$ cat src/rtl/run_ctrl_fsm_if.sv
// run_ctrl_fsm_if -- CPU-side bundle of the run controller.
//   cpu_en     controller -> CPU   clock-enable
//   cpu_ready  CPU -> controller   CPU consumes cpu_en this cycle
//   burst_len  host -> controller  accepted cycles per STEP command (0 acts as 1)
//   step_cnt   controller -> host  accepted-cycle counter
//   ovf        controller -> host  sticky step_cnt wrap flag
//   bp_valid   host -> controller  breakpoint enable
//   bp_cnt     host -> controller  breakpoint compare value
//   bp_hit     controller -> host  one-cycle breakpoint pulse
// modport master: the controller; modport slave: the CPU/host side.
interface run_ctrl_fsm_if #(
  parameter int STEP_W = 4
);
  logic              cpu_en;
  logic              cpu_ready;
  logic [STEP_W-1:0] burst_len;
  logic [STEP_W-1:0] step_cnt;
  logic              ovf;
  logic              bp_valid;
  logic [STEP_W-1:0] bp_cnt;
  logic              bp_hit;

  modport master (
    output cpu_en, step_cnt, ovf, bp_hit,
    input  cpu_ready, burst_len, bp_valid, bp_cnt
  );

  modport slave (
    input  cpu_en, step_cnt, ovf, bp_hit,
    output cpu_ready, burst_len, bp_valid, bp_cnt
  );
endinterface

$ cat src/rtl/run_ctrl_fsm.sv
// run_ctrl_fsm -- push-button run/step/stop/clear controller for a CPU clock-enable.
// Ports:
//   clk, resetn                         clock, asynchronous active-low reset
//   btn_run/btn_step/btn_stop/btn_clr   raw asynchronous buttons (active high)
//   led_run, led_idle                   status LEDs (RUN or STEP / IDLE)
//   state                               IDLE=0, RUN=1, STEP=2, CLEAR=3
//   cpu                                 run_ctrl_fsm_if.master (cpu_en, cpu_ready,
//                                       burst_len, step_cnt, ovf, bp_valid, bp_cnt, bp_hit)
// Parameters: DB_CYCLES (debounce length, >=1), STEP_W (counter width, 1..16).
// Optional feature: define RUN_CTRL_BREAKPOINT_EN to stop RUN/STEP when step_cnt
// reaches bp_cnt; otherwise bp_valid/bp_cnt are ignored and bp_hit is 0.
module run_ctrl_fsm #(
  parameter int DB_CYCLES = 250000,
  parameter int STEP_W    = 4
) (
  input  logic                 clk,
  input  logic                 resetn,
  input  logic                 btn_run,
  input  logic                 btn_step,
  input  logic                 btn_stop,
  input  logic                 btn_clr,
  output logic                 led_run,
  output logic                 led_idle,
  output logic [1:0]           state,
  run_ctrl_fsm_if.master       cpu
);

  typedef enum logic [1:0] {
    IDLE  = 2'd0,
    RUN   = 2'd1,
    STEP  = 2'd2,
    CLEAR = 2'd3
  } state_e;

  localparam int unsigned NB    = 4;  // button index: 0 run, 1 step, 2 stop, 3 clr
  localparam int          CNT_W = (DB_CYCLES > 1) ? $clog2(DB_CYCLES) : 1;
  localparam logic [CNT_W-1:0] CNT_MAX = CNT_W'(DB_CYCLES - 1);

  // ---------------------------------------------------------------------------
  // Button conditioning: 2-flop sync, debounce, rising-edge command pulse
  // ---------------------------------------------------------------------------
  logic [NB-1:0]    btn_raw;
  logic [NB-1:0]    sync1_q, sync1_d;
  logic [NB-1:0]    sync2_q, sync2_d;
  logic [NB-1:0]    level_q, level_d;
  logic [NB-1:0]    armed_q, armed_d;
  logic [NB-1:0]    cmd_q, cmd_d;
  logic [CNT_W-1:0] db_cnt_q [NB];
  logic [CNT_W-1:0] db_cnt_d [NB];

  always_comb btn_raw = {btn_clr, btn_stop, btn_step, btn_run};

  // Synchronizers reset to 1 and a button is only armed once a released (0)
  // sample arrives, so a button held through reset never yields a command
  // until it is released and pressed again.
  always_comb begin
    sync1_d  = btn_raw;
    sync2_d  = sync1_q;
    level_d  = level_q;
    armed_d  = armed_q | ~sync2_q;
    cmd_d    = '0;
    db_cnt_d = db_cnt_q;
    for (int unsigned i = 0; i < NB; i++) begin
      db_cnt_d[i] = '0;
      if (sync2_q[i] != level_q[i]) begin
        if (db_cnt_q[i] == CNT_MAX) begin
          level_d[i] = sync2_q[i];
        end else begin
          db_cnt_d[i] = db_cnt_q[i] + CNT_W'(1);
        end
      end
      // Registered from level_d so the pulse appears on the same edge the
      // debounced level rises.
      cmd_d[i] = armed_q[i] & level_d[i] & ~level_q[i];
    end
  end

  always_ff @(posedge clk or negedge resetn) begin
    if (!resetn) begin
      sync1_q  <= '1;
      sync2_q  <= '1;
      level_q  <= '0;
      armed_q  <= '0;
      cmd_q    <= '0;
      for (int unsigned i = 0; i < NB; i++) begin
        db_cnt_q[i] <= '0;
      end
    end else begin
      sync1_q  <= sync1_d;
      sync2_q  <= sync2_d;
      level_q  <= level_d;
      armed_q  <= armed_d;
      cmd_q    <= cmd_d;
      db_cnt_q <= db_cnt_d;
    end
  end

  // Priority clr > stop > run > step; losers in the same cycle are dropped.
  logic go_clr, go_stop, go_run, go_step;

  always_comb begin
    go_clr  = cmd_q[3];
    go_stop = cmd_q[2] & ~cmd_q[3];
    go_run  = cmd_q[0] & ~cmd_q[3] & ~cmd_q[2];
    go_step = cmd_q[1] & ~cmd_q[3] & ~cmd_q[2] & ~cmd_q[0];
  end

  // ---------------------------------------------------------------------------
  // Control FSM and counters
  // ---------------------------------------------------------------------------
  state_e            state_q, state_d;
  logic [STEP_W-1:0] burst_q, burst_d;
  logic [STEP_W-1:0] step_cnt_q, step_cnt_d;
  logic              ovf_q, ovf_d;
  logic              cpu_en_w;
  logic              accept;
  logic              bp_event;

  always_comb begin
    cpu_en_w = (state_q == RUN) || ((state_q == STEP) && (burst_q != '0));
    accept   = cpu_en_w & cpu.cpu_ready;

    step_cnt_d = step_cnt_q;
    ovf_d      = ovf_q;
    if (accept) begin
      step_cnt_d = step_cnt_q + STEP_W'(1);
      if (&step_cnt_q) begin
        ovf_d = 1'b1;
      end
    end
  end

`ifdef RUN_CTRL_BREAKPOINT_EN
  logic bp_hit_q, bp_hit_d;

  // accept already implies RUN or STEP.
  always_comb begin
    bp_event = accept && cpu.bp_valid && (step_cnt_d == cpu.bp_cnt);
    bp_hit_d = bp_event;
  end

  always_ff @(posedge clk or negedge resetn) begin
    if (!resetn) begin
      bp_hit_q <= 1'b0;
    end else begin
      bp_hit_q <= bp_hit_d;
    end
  end

  always_comb cpu.bp_hit = bp_hit_q;
`else
  logic unused_bp;

  always_comb begin
    bp_event   = 1'b0;
    unused_bp  = ^{cpu.bp_valid, cpu.bp_cnt};
    cpu.bp_hit = 1'b0;
  end
`endif

  always_comb begin
    state_d = state_q;
    burst_d = burst_q;
    case (state_q)
      IDLE: begin
        if (go_clr) begin
          state_d = CLEAR;
        end else if (go_run) begin
          state_d = RUN;
        end else if (go_step) begin
          state_d = STEP;
          burst_d = (cpu.burst_len == '0) ? STEP_W'(1) : cpu.burst_len;
        end
      end
      RUN: begin
        if (go_clr) begin
          state_d = CLEAR;
        end else if (go_stop || bp_event) begin
          state_d = IDLE;
        end
      end
      STEP: begin
        if (accept) begin
          burst_d = burst_q - STEP_W'(1);
        end
        if (go_clr) begin
          state_d = CLEAR;
          burst_d = '0;
        end else if (go_stop || bp_event) begin
          state_d = IDLE;
          burst_d = '0;
        end else if (accept && (burst_q == STEP_W'(1))) begin
          state_d = IDLE;
        end
      end
      CLEAR: begin
        state_d = IDLE;
      end
      default: begin
        state_d = IDLE;
      end
    endcase
  end

  // CLEAR overrides the counter update; cpu_en is 0 there so nothing is lost.
  logic [STEP_W-1:0] step_cnt_n;
  logic              ovf_n;

  always_comb begin
    step_cnt_n = step_cnt_d;
    ovf_n      = ovf_d;
    if (state_q == CLEAR) begin
      step_cnt_n = '0;
      ovf_n      = 1'b0;
    end
  end

  always_ff @(posedge clk or negedge resetn) begin
    if (!resetn) begin
      state_q    <= IDLE;
      burst_q    <= '0;
      step_cnt_q <= '0;
      ovf_q      <= 1'b0;
    end else begin
      state_q    <= state_d;
      burst_q    <= burst_d;
      step_cnt_q <= step_cnt_n;
      ovf_q      <= ovf_n;
    end
  end

  always_comb begin
    cpu.cpu_en   = cpu_en_w;
    cpu.step_cnt = step_cnt_q;
    cpu.ovf      = ovf_q;
    led_run      = (state_q == RUN) || (state_q == STEP);
    led_idle     = (state_q == IDLE);
    state        = state_q;
  end

endmodule

$ cat src/flat_wrapper.sv
// flat-port wrapper written by rule: the top's interface ports become plain ports
module run_ctrl_fsm_flat 
#(
  parameter int DB_CYCLES = 250000,
  parameter int STEP_W    = 4
)
  (clk, resetn, btn_run, btn_step, btn_stop, btn_clr, led_run, led_idle, state, cpu_cpu_en, cpu_step_cnt, cpu_ovf, cpu_bp_hit, cpu_cpu_ready, cpu_burst_len, cpu_bp_valid, cpu_bp_cnt);
  run_ctrl_fsm_if #(.STEP_W(STEP_W)) cpu_i ();
  input  logic clk;
  input  logic resetn;
  input  logic btn_run;
  input  logic btn_step;
  input  logic btn_stop;
  input  logic btn_clr;
  output logic led_run;
  output logic led_idle;
  output logic [1:0] state;
  output wire logic [$bits(cpu_i.cpu_en)-1:0] cpu_cpu_en;
  output wire logic [$bits(cpu_i.step_cnt)-1:0] cpu_step_cnt;
  output wire logic [$bits(cpu_i.ovf)-1:0] cpu_ovf;
  output wire logic [$bits(cpu_i.bp_hit)-1:0] cpu_bp_hit;
  input wire logic [$bits(cpu_i.cpu_ready)-1:0] cpu_cpu_ready;
  input wire logic [$bits(cpu_i.burst_len)-1:0] cpu_burst_len;
  input wire logic [$bits(cpu_i.bp_valid)-1:0] cpu_bp_valid;
  input wire logic [$bits(cpu_i.bp_cnt)-1:0] cpu_bp_cnt;
  assign cpu_cpu_en = cpu_i.cpu_en;
  assign cpu_step_cnt = cpu_i.step_cnt;
  assign cpu_ovf = cpu_i.ovf;
  assign cpu_bp_hit = cpu_i.bp_hit;
  assign cpu_i.cpu_ready = cpu_cpu_ready;
  assign cpu_i.burst_len = cpu_burst_len;
  assign cpu_i.bp_valid = cpu_bp_valid;
  assign cpu_i.bp_cnt = cpu_bp_cnt;
  run_ctrl_fsm #(.DB_CYCLES(DB_CYCLES), .STEP_W(STEP_W)) u_core (.clk(clk), .resetn(resetn), .btn_run(btn_run), .btn_step(btn_step), .btn_stop(btn_stop), .btn_clr(btn_clr), .led_run(led_run), .led_idle(led_idle), .state(state), .cpu(cpu_i));
endmodule
$ cat config.mk
export PLATFORM = sky130hd
export DESIGN_NAME = run_ctrl_fsm_flat
export DESIGN_NICKNAME = d
export VERILOG_FILES = /design/src/rtl/run_ctrl_fsm_if.sv /design/src/rtl/run_ctrl_fsm.sv /design/src/flat_wrapper.sv
export SDC_FILE = /design/constraint.sdc
export NUM_CORES = 1
export LEC_CHECK = 0
export CAP_MARGIN = 10
export CORE_UTILIZATION = 54
export CTS_CLUSTER_DIAMETER = 60
export DETAILED_ROUTE_END_ITERATION = 12
export GPL_ROUTABILITY_DRIVEN = 1
export HOLD_SLACK_MARGIN = 0.08
export PLACE_DENSITY_LB_ADDON = 0.1
export SLEW_MARGIN = 20
export SYNTH_ARGS = -nofsm -noshare
export SYNTH_HDL_FRONTEND = slang
export SYNTH_SLANG_ARGS = --single-unit
$ cat constraint.sdc
create_clock -name clk -period 2 [get_ports clk]
set_input_delay 0.6 -clock clk [delete_from_list [all_inputs] [get_ports clk]]
set_output_delay 0.6 -clock clk [all_outputs]
set_load 0.01 [all_outputs]
==> impl_metrics.toml <==
[clock_network]
cts_root_buffer = "clkbuf_8"
cts_hold_buf = 0
htree_levels = 3
cts_tree = "done"
numClockSinks = 103
clkTransAtPathRegs_ns = 0.09
clk_latency_ns = 0.36
cts_max_path_buffers = 2
cts_buffers = 9

[logic_synthesis]
synth_nets = 535
ys.warnings.count = 0
yosys_register_bits = 103
synth_flop_cell = "dfrtp_1"
synth_cell_type_count = 53
synthCells = 507
synth_area_um2 = 5130
postSynthAreaPerCell_um2 = 10.1
synthArstFlopShare = 1.00
ys_seq_area_frac = 0.504
synth_edf_count = 0

[layout]
final_layout_size_suffix_gt1_frac = 0.213
fin_cells = 715
multi_input_area_um2 = 2540
mostFrequentLayoutCell = "dfrtp_1"
final_cell_mix = "dfrtp_1 (95), nor2_1 (74), buf_4 (52)"
finish.instance_area_um2 = 6240
area_growth_pct = 21.6
final_core_util = 0.675
fillers = 755
final_nets = 609
register_area_um2 = 2590
diodes = 0

[die]
dieArea_um2 = 9900
boundaryPins = 27
start_util = 0.555
die_height_um = 99.5
rows = 35
design.core.area_um2 = 9240
fp.dieW_um = 99.5

[worst_setup_path]
reg2reg_to = "u_core.cpu.step_cnt[3]$_DFFE_PN0P_"
cp-start-kind = "flop"
required_ns = 1.40
slowest_delay_ns = 0.40
r2r_start = "u_core.burst_q[0]$_DFFE_PN0P_"
cp.arrival_ns = 1.69
ff2ff_setup_slack_ns = -0.01
slowest_stage = "dfrtp_1"
worstSetupPathType = "reg -> out"
crit_start = "u_core.burst_q[0]$_DFFE_PN0P_"
worstSetupEndpointType = "output pin"
critPathMaxFanout = 2
cp_common_cell = "inv_2"
worstPathCellList = "inv_2 -> ha_4 -> or3b_4 -> a21oi_4 -> inv_2 -> buf_6"
ff2ff_path_depth = 10

[timing]
whs_ns = 0.153
fin_crit_sh = 1.15
setup_viol_count_final = 9
clock_skew_ns = 0.0114
fmax_ghz = 0.436
rsz0062_at_grt = "yes"
worst_slack_ns = -0.294
setup_tns_ns = -0.333
slew_violations = 0
hold_viol = 0
min_period_ns = 2.29

[pwr]
leakage_nw = 2.60
power_mw = 5.21
vdd_ir_drop_max_v = 0.000512
powerDensity_nw_per_um2 = 834

[hold_path]
hold_class = "in -> async"

[place]
dp_hpwl_mm = 6.94
portBuffers = 20
place_ws_ns = -0.431
place_area_um2 = 5820
gp_congestion = 0.860
placed_cells = 687

[route]
vias_per_cell = 5.54
dr.first_iter.drc_count = 142
wire_per_inst_um = 13.8
ant_nets = 0
drt_first_pass_iters = 5
routed_wl_mm = 9.83
vias = 3961
remaining_drc_errors = 0

[global_route]
track_usage = 0.218
grt_start_max_net_pins = 33
grt_overflow_total = 0
grt_pass1_vias = 3958
antenna_found_initial = 0
grt_pass1_wl_mm = 17.4

[status]
status = "finished, violations left"
violations = "negative setup slack"

[job]
cap_violations = 0
[registers in the layout, indices dropped and copies added, names as in the netlist]
register             cells
u_core.cpu.ovf           1
u_core.armed_q           4
u_core.sync1_q           4
u_core.state             2
u_core.level_q           4
u_core.cpu.step_cnt      4
u_core.burst_q           4
u_core.db_cnt_q         72
u_core.sync2_q           4
u_core.cmd_q             4
[cell usage after synthesis, types with 5 or more instances]
cell type	n	share of area
dfrtp_1	95	0.46
nor2_1	75	0.055
nand3_1	34	0.033
xnor2_1	34	0.058
nand2_1	24	0.018
xor2_1	21	0.036
inv_1	20	0.015
a21oi_1	18	0.018
nor4_1	16	0.020
nand4_1	15	0.018
nor3_1	13	0.013
ha_1	12	0.029
or4_1	12	0.018
o21ai_0	10	0.0098
clkbuf_1	8	0.0059
dfstp_2	8	0.041
mux2_2	8	0.018
o31ai_1	8	0.012
or3_1	8	0.0098
nand2b_1	5	0.0061
[report_power, final]
group	switching [mW]	total [mW]	internal [mW]	leakage, nW
clock network	0.689	1.44	0.750	0.112
registers	0.107	2.32	2.21	1.36
logic	0.642	1.45	0.810	1.13
[how the worst max path moves through the flow]
stage                                        endpoint  cells past startpoint
after floorplan           u_core.level_q[3]$_DFF_PN0_                      4
after global placement                     cpu_cpu_en                      6
after detailed placement                   cpu_cpu_en                      6
after CTS                                  cpu_cpu_en                      6
after global routing                       cpu_cpu_en                      6
final                                      cpu_cpu_en                      6
[final cells by class]
cell class	instances	area share
tap	129	0.0259
multi-input combinational	371	0.407
clock inverter	4	0.0124
inverter	20	0.0120
timing repair buffer	76	0.105
sequential	103	0.415
clock buffer	12	0.0233
[worst max-delay path: cells and delay by family, from the launching register on]
| family | cells | cell delay, ns |
|---|---|---|
| buffers and inverters | 3 | 0.25 |
| flip-flops | 1 | 0.40 |
| adder cells (fa/ha/maj) | 1 | 0.13 |
| AO/OA/AOI/OAI | 1 | 0.17 |
| AND/OR/NAND/NOR | 1 | 0.39 |
[logic make-up after synthesis]
logic type | synth area share
and+or+nand+nor | 0.245
DFF | 0.504
xor gates and xnor gates | 0.0939
adders and majority gates | 0.0293
AOI/OAI and AO/OA | 0.0770
other | 0.000731
muxes | 0.0234
buffers and inverters | 0.0271
[repair_timing]
item	in CTS	in global routing
endpoints found under the setup margin	24	31
pin swaps	7	5
gates resized for setup	26	16
buffers inserted	12	5
[metal layers]
| metal | global-route usage | wire length, um | vias up |
|---|---|---|---|
| met5 | 0 | 0 | - |
| met4 | 0.0690 | 112 | 0 |
| met3 | 0.0443 | 388 | 11 |
| met2 | 0.371 | 4870 | 86 |
| met1 | 0.282 | 4460 | 1927 |
| li1 | - | - | 1937 |
(Power assumes the default switching activity.)
